===== config.mk =====
export PLATFORM = sky130hd
export DESIGN_NAME = shift_tx_flat
export DESIGN_NICKNAME = d
export VERILOG_FILES = /design/src/rtl/shift_tx_pkg.sv /design/src/rtl/shift_tx_if.sv /design/src/rtl/shift_tx_bit_counter.sv /design/src/rtl/shift_tx.sv /design/src/flat_wrapper.sv
export SDC_FILE = /design/constraint.sdc
export NUM_CORES = 1
export LEC_CHECK = 0
export CORE_AREA = 2 2 39 41
export CTS_BUF_LIST = sky130_fd_sc_hd__clkbuf_2
export CTS_CLUSTER_DIAMETER = 120
export DETAILED_ROUTE_END_ITERATION = 6
export DIE_AREA = 0 0 41 43
export HOLD_SLACK_MARGIN = 0.03
export PLACE_DENSITY = 0.67
export SLEW_MARGIN = 20
export SYNTH_ARGS = -nofsm -noshare
export SYNTH_HDL_FRONTEND = slang
export SYNTH_HIERARCHICAL = 1
export SYNTH_SLANG_ARGS = --single-unit

===== constraint.sdc =====
create_clock -name clk -period 4.2 [get_ports clk]
set_clock_uncertainty 0.15 [all_clocks]
set_input_delay 1.05 -clock clk [delete_from_list [all_inputs] [get_ports clk]]
set_output_delay 1.05 -clock clk [all_outputs]
set_load 0.02 [all_outputs]

===== src/rtl/shift_tx_pkg.sv =====
// Shared constants for the serial transmitter: FSM state encoding and
// the helper that sizes the bit counter.
package shift_tx_pkg;

  typedef enum logic {
    ST_IDLE  = 1'b0,
    ST_SHIFT = 1'b1
  } state_e;

  // Bit-counter width for a word of n bits (n >= 2).
  function automatic int cnt_width(input int n);
    return $clog2(n);
  endfunction

endpackage


===== src/rtl/shift_tx_if.sv =====
// Load and serial-side signals of the transmitter, bundled with
// master (producer/sink side) and slave (transmitter side) modports.
interface shift_tx_if #(
  parameter int N_WIDTH = 4
);

  // Handshakes: a transfer happens on a rising clk edge where valid and
  // ready are both 1. valid never waits for ready; the offered payload
  // (data_in/msb_first, or ser_out/ser_last) is held stable until taken.
  logic [N_WIDTH-1:0] data_in;
  logic               load_valid;
  logic               load_ready;
  logic               msb_first;
  logic               ser_out;
  logic               ser_valid;
  logic               ser_ready;
  logic               ser_last;
  logic               busy;

  modport master (
    output data_in, load_valid, msb_first, ser_ready,
    input  load_ready, ser_out, ser_valid, ser_last, busy
  );

  modport slave (
    input  data_in, load_valid, msb_first, ser_ready,
    output load_ready, ser_out, ser_valid, ser_last, busy
  );

endinterface


===== src/rtl/shift_tx_bit_counter.sv =====
// Bit-position counter for one word: counts consumed bits and flags the
// final bit. Saturates at N_WIDTH-1 so it can never wrap mid-word.
module tx_bit_counter
  import shift_tx_pkg::*;
#(
  parameter int N_WIDTH = 4
) (
  input  logic clk,
  input  logic clear,
  input  logic clr_i,
  input  logic inc_i,
  output logic last_o
);

  localparam int CW = cnt_width(N_WIDTH);
  localparam logic [CW-1:0] LAST_IDX = CW'(N_WIDTH - 1);

  logic [CW-1:0] count_q;
  logic [CW-1:0] count_d;

  assign last_o = (count_q == LAST_IDX);

  always_comb begin
    count_d = count_q;
    if (clr_i) begin
      count_d = '0;
    end else if (inc_i && !last_o) begin
      count_d = count_q + 1'b1;
    end
  end

  always_ff @(posedge clk or negedge clear) begin
    if (!clear) begin
      count_q <= '0;
    end else begin
      count_q <= count_d;
    end
  end

endmodule


===== src/rtl/shift_tx.sv =====
// Parallel-to-serial transmitter: accepts an N_WIDTH word, then shifts it
// out one bit per accepted serial beat in the requested bit order.
module shift_tx
  import shift_tx_pkg::*;
#(
  parameter int N_WIDTH = 4
) (
  input  logic   clk,
  input  logic   clear,
  shift_tx_if.slave bus,
  output state_e dbg_state_o
);

  state_e             state_q;
  state_e             state_d;
  logic [N_WIDTH-1:0] sreg_q;
  logic [N_WIDTH-1:0] sreg_d;
  logic               order_q;
  logic               order_d;

  logic shifting;
  logic cnt_last;
  logic last_bit;
  logic load_ready;
  logic accept;
  logic advance;
  logic cnt_clr;

  assign shifting   = (state_q == ST_SHIFT);
  assign last_bit   = shifting & cnt_last;
  assign load_ready = ~shifting | (last_bit & bus.ser_ready);
  assign accept     = bus.load_valid & load_ready;
  assign advance    = shifting & bus.ser_ready;
  // Counter restarts both for a new word and when a word completes, so
  // an idle transmitter always holds a zero count.
  assign cnt_clr    = accept | (advance & last_bit);

  tx_bit_counter #(
    .N_WIDTH (N_WIDTH)
  ) u_bit_counter (
    .clk    (clk),
    .clear  (clear),
    .clr_i  (cnt_clr),
    .inc_i  (advance),
    .last_o (cnt_last)
  );

  always_comb begin
    state_d = state_q;
    sreg_d  = sreg_q;
    order_d = order_q;
    case (state_q)
      ST_IDLE: begin
        if (accept) begin
          state_d = ST_SHIFT;
        end
      end
      ST_SHIFT: begin
        if (advance && last_bit && !accept) begin
          state_d = ST_IDLE;
        end
      end
      default: state_d = ST_IDLE;
    endcase

    if (accept) begin
      sreg_d  = bus.data_in;
      order_d = bus.msb_first;
    end else if (advance) begin
      sreg_d = order_q ? {sreg_q[N_WIDTH-2:0], 1'b0}
                       : {1'b0, sreg_q[N_WIDTH-1:1]};
    end
  end

  always_ff @(posedge clk or negedge clear) begin
    if (!clear) begin
      state_q <= ST_IDLE;
      sreg_q  <= '0;
      order_q <= 1'b0;
    end else begin
      state_q <= state_d;
      sreg_q  <= sreg_d;
      order_q <= order_d;
    end
  end

  assign bus.load_ready = load_ready;
  assign bus.ser_valid  = shifting;
  assign bus.busy       = shifting;
  assign bus.ser_last   = last_bit;
  assign bus.ser_out    = shifting & (order_q ? sreg_q[N_WIDTH-1] : sreg_q[0]);
  assign dbg_state_o    = state_q;

endmodule


===== src/flat_wrapper.sv =====
// flat-port wrapper written by rule: the top's interface ports become plain ports
module shift_tx_flat import shift_tx_pkg::*;
#(
  parameter int N_WIDTH = 4
)
  (clk, clear, dbg_state_o, bus_data_in, bus_load_valid, bus_msb_first, bus_ser_ready, bus_load_ready, bus_ser_out, bus_ser_valid, bus_ser_last, bus_busy);
  shift_tx_if #(.N_WIDTH(N_WIDTH)) bus_i ();
  input  logic clk;
  input  logic clear;
  output state_e dbg_state_o;
  input wire logic [$bits(bus_i.data_in)-1:0] bus_data_in;
  input wire logic [$bits(bus_i.load_valid)-1:0] bus_load_valid;
  input wire logic [$bits(bus_i.msb_first)-1:0] bus_msb_first;
  input wire logic [$bits(bus_i.ser_ready)-1:0] bus_ser_ready;
  output wire logic [$bits(bus_i.load_ready)-1:0] bus_load_ready;
  output wire logic [$bits(bus_i.ser_out)-1:0] bus_ser_out;
  output wire logic [$bits(bus_i.ser_valid)-1:0] bus_ser_valid;
  output wire logic [$bits(bus_i.ser_last)-1:0] bus_ser_last;
  output wire logic [$bits(bus_i.busy)-1:0] bus_busy;
  assign bus_i.data_in = bus_data_in;
  assign bus_i.load_valid = bus_load_valid;
  assign bus_i.msb_first = bus_msb_first;
  assign bus_i.ser_ready = bus_ser_ready;
  assign bus_load_ready = bus_i.load_ready;
  assign bus_ser_out = bus_i.ser_out;
  assign bus_ser_valid = bus_i.ser_valid;
  assign bus_ser_last = bus_i.ser_last;
  assign bus_busy = bus_i.busy;
  shift_tx #(.N_WIDTH(N_WIDTH)) u_core (.clk(clk), .clear(clear), .bus(bus_i), .dbg_state_o(dbg_state_o));
endmodule

[Word level (Yosys, flattened, before mapping)]
Cells that the tools add are included.
Storage, ports and cells
  bits in registers: 8
  input bits: 9
  output and inout port bits: 6
  logic and storage cells: 31
Cells by class
  $add $sub $neg: 1
  equal/unequal tests: 1
  muxes and demuxes: 9
  bitwise operators: 9
  reduce and logical (&&, ||, !) cells: 7
Operators with widths (number)
  two-way mux 4 bit: 3
  AND 1 bit: 6
  two-way mux 2 bit: 2
  nonzero test 2 bit: 2
  logical AND 1 bit: 3
  two-way mux 1 bit: 3
  adder 2 x 1 -> 2 bit (second input constant): 1
  == test 2 bit (second input constant): 1
  logical NOT 1 bit: 2
  bitwise OR 1 bit: 2
  one-hot mux 1 bit (2 select lines): 1
  NOT 1 bit: 1

[Logic depth before layout (Yosys ltp)]
  word-level depth: 9
  mapped depth: 5
  depth with buffers taken out: 5

[Hierarchy]
Netlist, hierarchy kept.
By module, submodules not included
  shift_tx: instances 1, cells an instance 41, area an instance 387.9 um^2
  tx_bit_counter: instances 1, cells an instance 10, area an instance 123.9 um^2

[Least setup slack after synthesis]
Ideal clock, no wire load.
  path type: input-to-output
  start point: in bus_ser_ready
  end point: out bus_load_ready
  data arrival time: 1.341 ns
  path slack: 1.659 ns
  stages: 2
  buffers on the path: 1
  cells stage by stage: a21bo_1 buf_6
On the way
  longest elaborated chain between the ends: 2
Ends and longest elaborated chain
  start, declared: line flat_wrapper.sv:14  | input wire logic [$bits(bus_i.ser_ready)-1:0] bus_ser_ready;
  AND 1 bit: line shift_tx.sv:31  | assign load_ready = ~shifting | (last_bit & bus.ser_ready);
  bitwise OR 1 bit: line shift_tx.sv:31
  end, declared: line flat_wrapper.sv:15  | output wire logic [$bits(bus_i.load_ready)-1:0] bus_load_ready;
No other way between the ends.

[Worst setup path after layout]
Ends and elaborated chain as after synthesis.

==> impl_metrics.json <==
{
  "max_freq_mhz": 270,
  "report.final.setup_viol": 0,
  "place_worst_setup_slack_ns": 0.502,
  "timing.reg2reg.setup_slack_ns": 2.47,
  "grt_setup_unrepaired": "false",
  "wl_per_cell_um": 12.1,
  "total_clock_sinks": 8,
  "yosys.area.top_type": "sky130_fd_sc_hd__dfrtp_1",
  "period_minus_slack_ns": 3.70,
  "seq_area_frac_synth_pct": 39.1,
  "floorplan.initialDensity_pct": 37.0,
  "synth.cell_area_um2": 512,
  "die_x_um": 41,
  "totalWireLength_um": 958,
  "timing.critical_path.required_ns": 3.00,
  "vias_in_the_first_global_route": 374,
  "ys.flop_type": "sky130_fd_sc_hd__dfrtp_1",
  "hp-class": "reg -> reg",
  "postSynthNetCount": 61,
  "grt_first_pass_wirelength_mm": 1.58,
  "timing.final.crit_share_pct": 88.2,
  "cts_htree_levels": 1,
  "grt_max_degree": 10,
  "postCtsHoldBufs": 0,
  "synth_top_cell_area_share_pct": 39.1,
  "dpl-instance-area_um2": 638,
  "drc": 0,
  "place_congestion": 0.698,
  "power.total_uw": 375,
  "ys_ff_latch": 8,
  "buffer_ports.inserted": 14,
  "syn_avg_cell_area_um2": 10.0,
  "fin_cells": 79,
  "crit_path_setup_slack_layout_ns": 0.496,
  "clock_insertion_delay_worst_skew_ns": 0.23,
  "slew-limit-headroom_pct": 72.0,
  "core_region_area_um2": 1380,
  "dieArea_um2": 1760,
  "drv.max_cap_violation_count": 0,
  "report.final.slew_viol_count": 0,
  "cts_root_buffer": "sky130_fd_sc_hd__clkbuf_2",
  "syn_to_final_growth_pct": 27.6,
  "synthDistinctLibCells": 25,
  "final_layout_size_suffix_gt1_share_pct": 14.3,
  "tightestPinTransition_ns": 0.412,
  "grt_util_all_layers_pct": 13.5,
  "synth_enable_flop_cells": 0,
  "synth-warning-count": 6,
  "post-synth-top-count-cell": "sky130_fd_sc_hd__dfrtp_1",
  "finalSetupTns_ns": 0,
  "antenna_left": 0,
  "timing.critical_path.arrival_ns": 2.50,
  "antenna_found_initial": 0,
  "grt_remaining_overflow": 0,
  "cts_tree": "built",
  "finished_core_util_pct": 47.2,
  "status": "finished clean",
  "crit_type": "in -> out",
  "pin_count": 15,
  "power.density_cell_area_nw_per_um2": 574,
  "numCtsBuffers": 3,
  "critPathLaunchType": "input port",
  "layout.nets": 75,
  "timing.critical_path.to_type": "output port",
  "ir_drop_uv": 235,
  "static-leakage-power_nw": 0.295,
  "synth.area.top_cells": "sky130_fd_sc_hd__dfrtp_1 (39%), sky130_fd_sc_hd__nor2b_1 (4.9%), sky130_fd_sc_hd__a221o_1 (3.9%)",
  "post_cts_resized": 0,
  "placementRows": 14,
  "die_h_um": 43,
  "crit_path_max_fanout": 9,
  "detailedRoute.firstPassIterationCount": 4,
  "final-hold-violation-count": 0,
  "fill_cells": 144,
  "clk_pin_slew_ns": 0.08,
  "ys_top_cells_by_count": "sky130_fd_sc_hd__dfrtp_1 (8), sky130_fd_sc_hd__nand2_1 (5), sky130_fd_sc_hd__nor2b_1 (4), sky130_fd_sc_hd__inv_1 (3), sky130_fd_sc_hd__o21ai_0 (3)",
  "design_area_um2": 653,
  "fin_worst_hold_slack_ns": 0.365,
  "antenna_cells": 0,
  "dpl.cell_count": 76,
  "detailroute.via_count": 393,
  "clk_path_buf_depth": 2,
  "cts.repair_timing.setup_buffer_count": 0,
  "detail_route.iter0.violations": 6,
  "hpwl_um": 723,
  "drt-vias-per-instance": 4.97,
  "syn-instance-count": 51,
  "postSynth.asyncResetShare_pct": 100
}
[power breakdown]
group	internal (mW)	switching, mW
Sequential	0.110	0.0335
Combinational	0.105	0.0795
Clock	0.0195	0.0277
Total	0.234	0.141
[area by class of cell]
| class | instances | area [um^2] | area share [%] |
|---|---|---|---|
| timing repair buffer | 14 | 140 | 21.5 |
| tap | 16 | 20.0 | 3.07 |
| sequential | 8 | 200 | 30.7 |
| inverter | 3 | 11.3 | 1.72 |
| multi-input combinational | 35 | 267 | 40.8 |
| clock buffer | 3 | 15.0 | 2.30 |
[worst paths after layout]
| path | start | endpoint | cells after the start |
|---|---|---|---|
| worst min-delay path | u_core/sreg_q[2] | u_core/sreg_q[2] | 2 |
| worst max-delay path | bus_ser_ready | bus_load_ready | 3 |
| worst max register to register | u_core/u_bit_counter/count_q[0] | u_core/order_q | 4 |
| min in group asynchronous | clear | u_core/sreg_q[0] | 1 |
| worst min register to register | u_core/sreg_q[2] | u_core/sreg_q[2] | 2 |
| max in group asynchronous | clear | u_core/sreg_q[3] | 1 |
[registers in the layout (all words and copies together), names as in the netlist]
signal / cells
u_core/bus.busy: 1
u_core/order_q: 1
u_core/sreg_q: 4
u_core/u_bit_counter/count_q: 2
[metal layers]
layer	up-vias	track usage (%)	routed length, um
li1	204	-	-
met1	177	20.4	467
met2	12	15.9	418
met3	0	4.71	72
met4	0	8.00	0
met5	-	0	0
[worst max-delay path, stage by stage]
cell	delay (ns)
sky130_fd_sc_hd__clkdlybuf4s50_1	0.53
sky130_fd_sc_hd__a21bo_1	0.27
sky130_fd_sc_hd__clkdlybuf4s50_1	0.65
[cell usage in the layout, fill, tap and decap left out]
master and n:
sky130_fd_sc_hd__nor2b_1 4, sky130_fd_sc_hd__a21bo_1 1, sky130_fd_sc_hd__o21ai_0 3, sky130_fd_sc_hd__mux2_2 1, sky130_fd_sc_hd__a31o_2 2, sky130_fd_sc_hd__mux2_4 1
sky130_fd_sc_hd__nand4bb_1 1, sky130_fd_sc_hd__nor3b_1 1, sky130_fd_sc_hd__nor2_1 2, sky130_fd_sc_hd__clkdlybuf4s50_1 14, sky130_fd_sc_hd__and2_1 2, sky130_fd_sc_hd__a221oi_1 2
sky130_fd_sc_hd__nor2b_4 1, sky130_fd_sc_hd__mux2i_2 1, sky130_fd_sc_hd__inv_1 3, sky130_fd_sc_hd__mux2i_1 1, sky130_fd_sc_hd__clkbuf_2 3, sky130_fd_sc_hd__nand2_1 5
sky130_fd_sc_hd__nand2b_1 1, sky130_fd_sc_hd__and3_1 2, sky130_fd_sc_hd__ha_1 1, sky130_fd_sc_hd__o2bb2ai_1 1, sky130_fd_sc_hd__a221o_1 2, sky130_fd_sc_hd__dfrtp_1 8
[logic make-up after synthesis]
kind of cell	after synthesis	share of synthesized area (%)
buffers and inverters	8	8.80
DFF	8	39.1
adders and majority gates	1	2.44
and+or+nand+nor	19	22.5
muxes	4	9.78
AOI/OAI and AO/OA	11	17.4
Power figures use the tool's default switching activity.
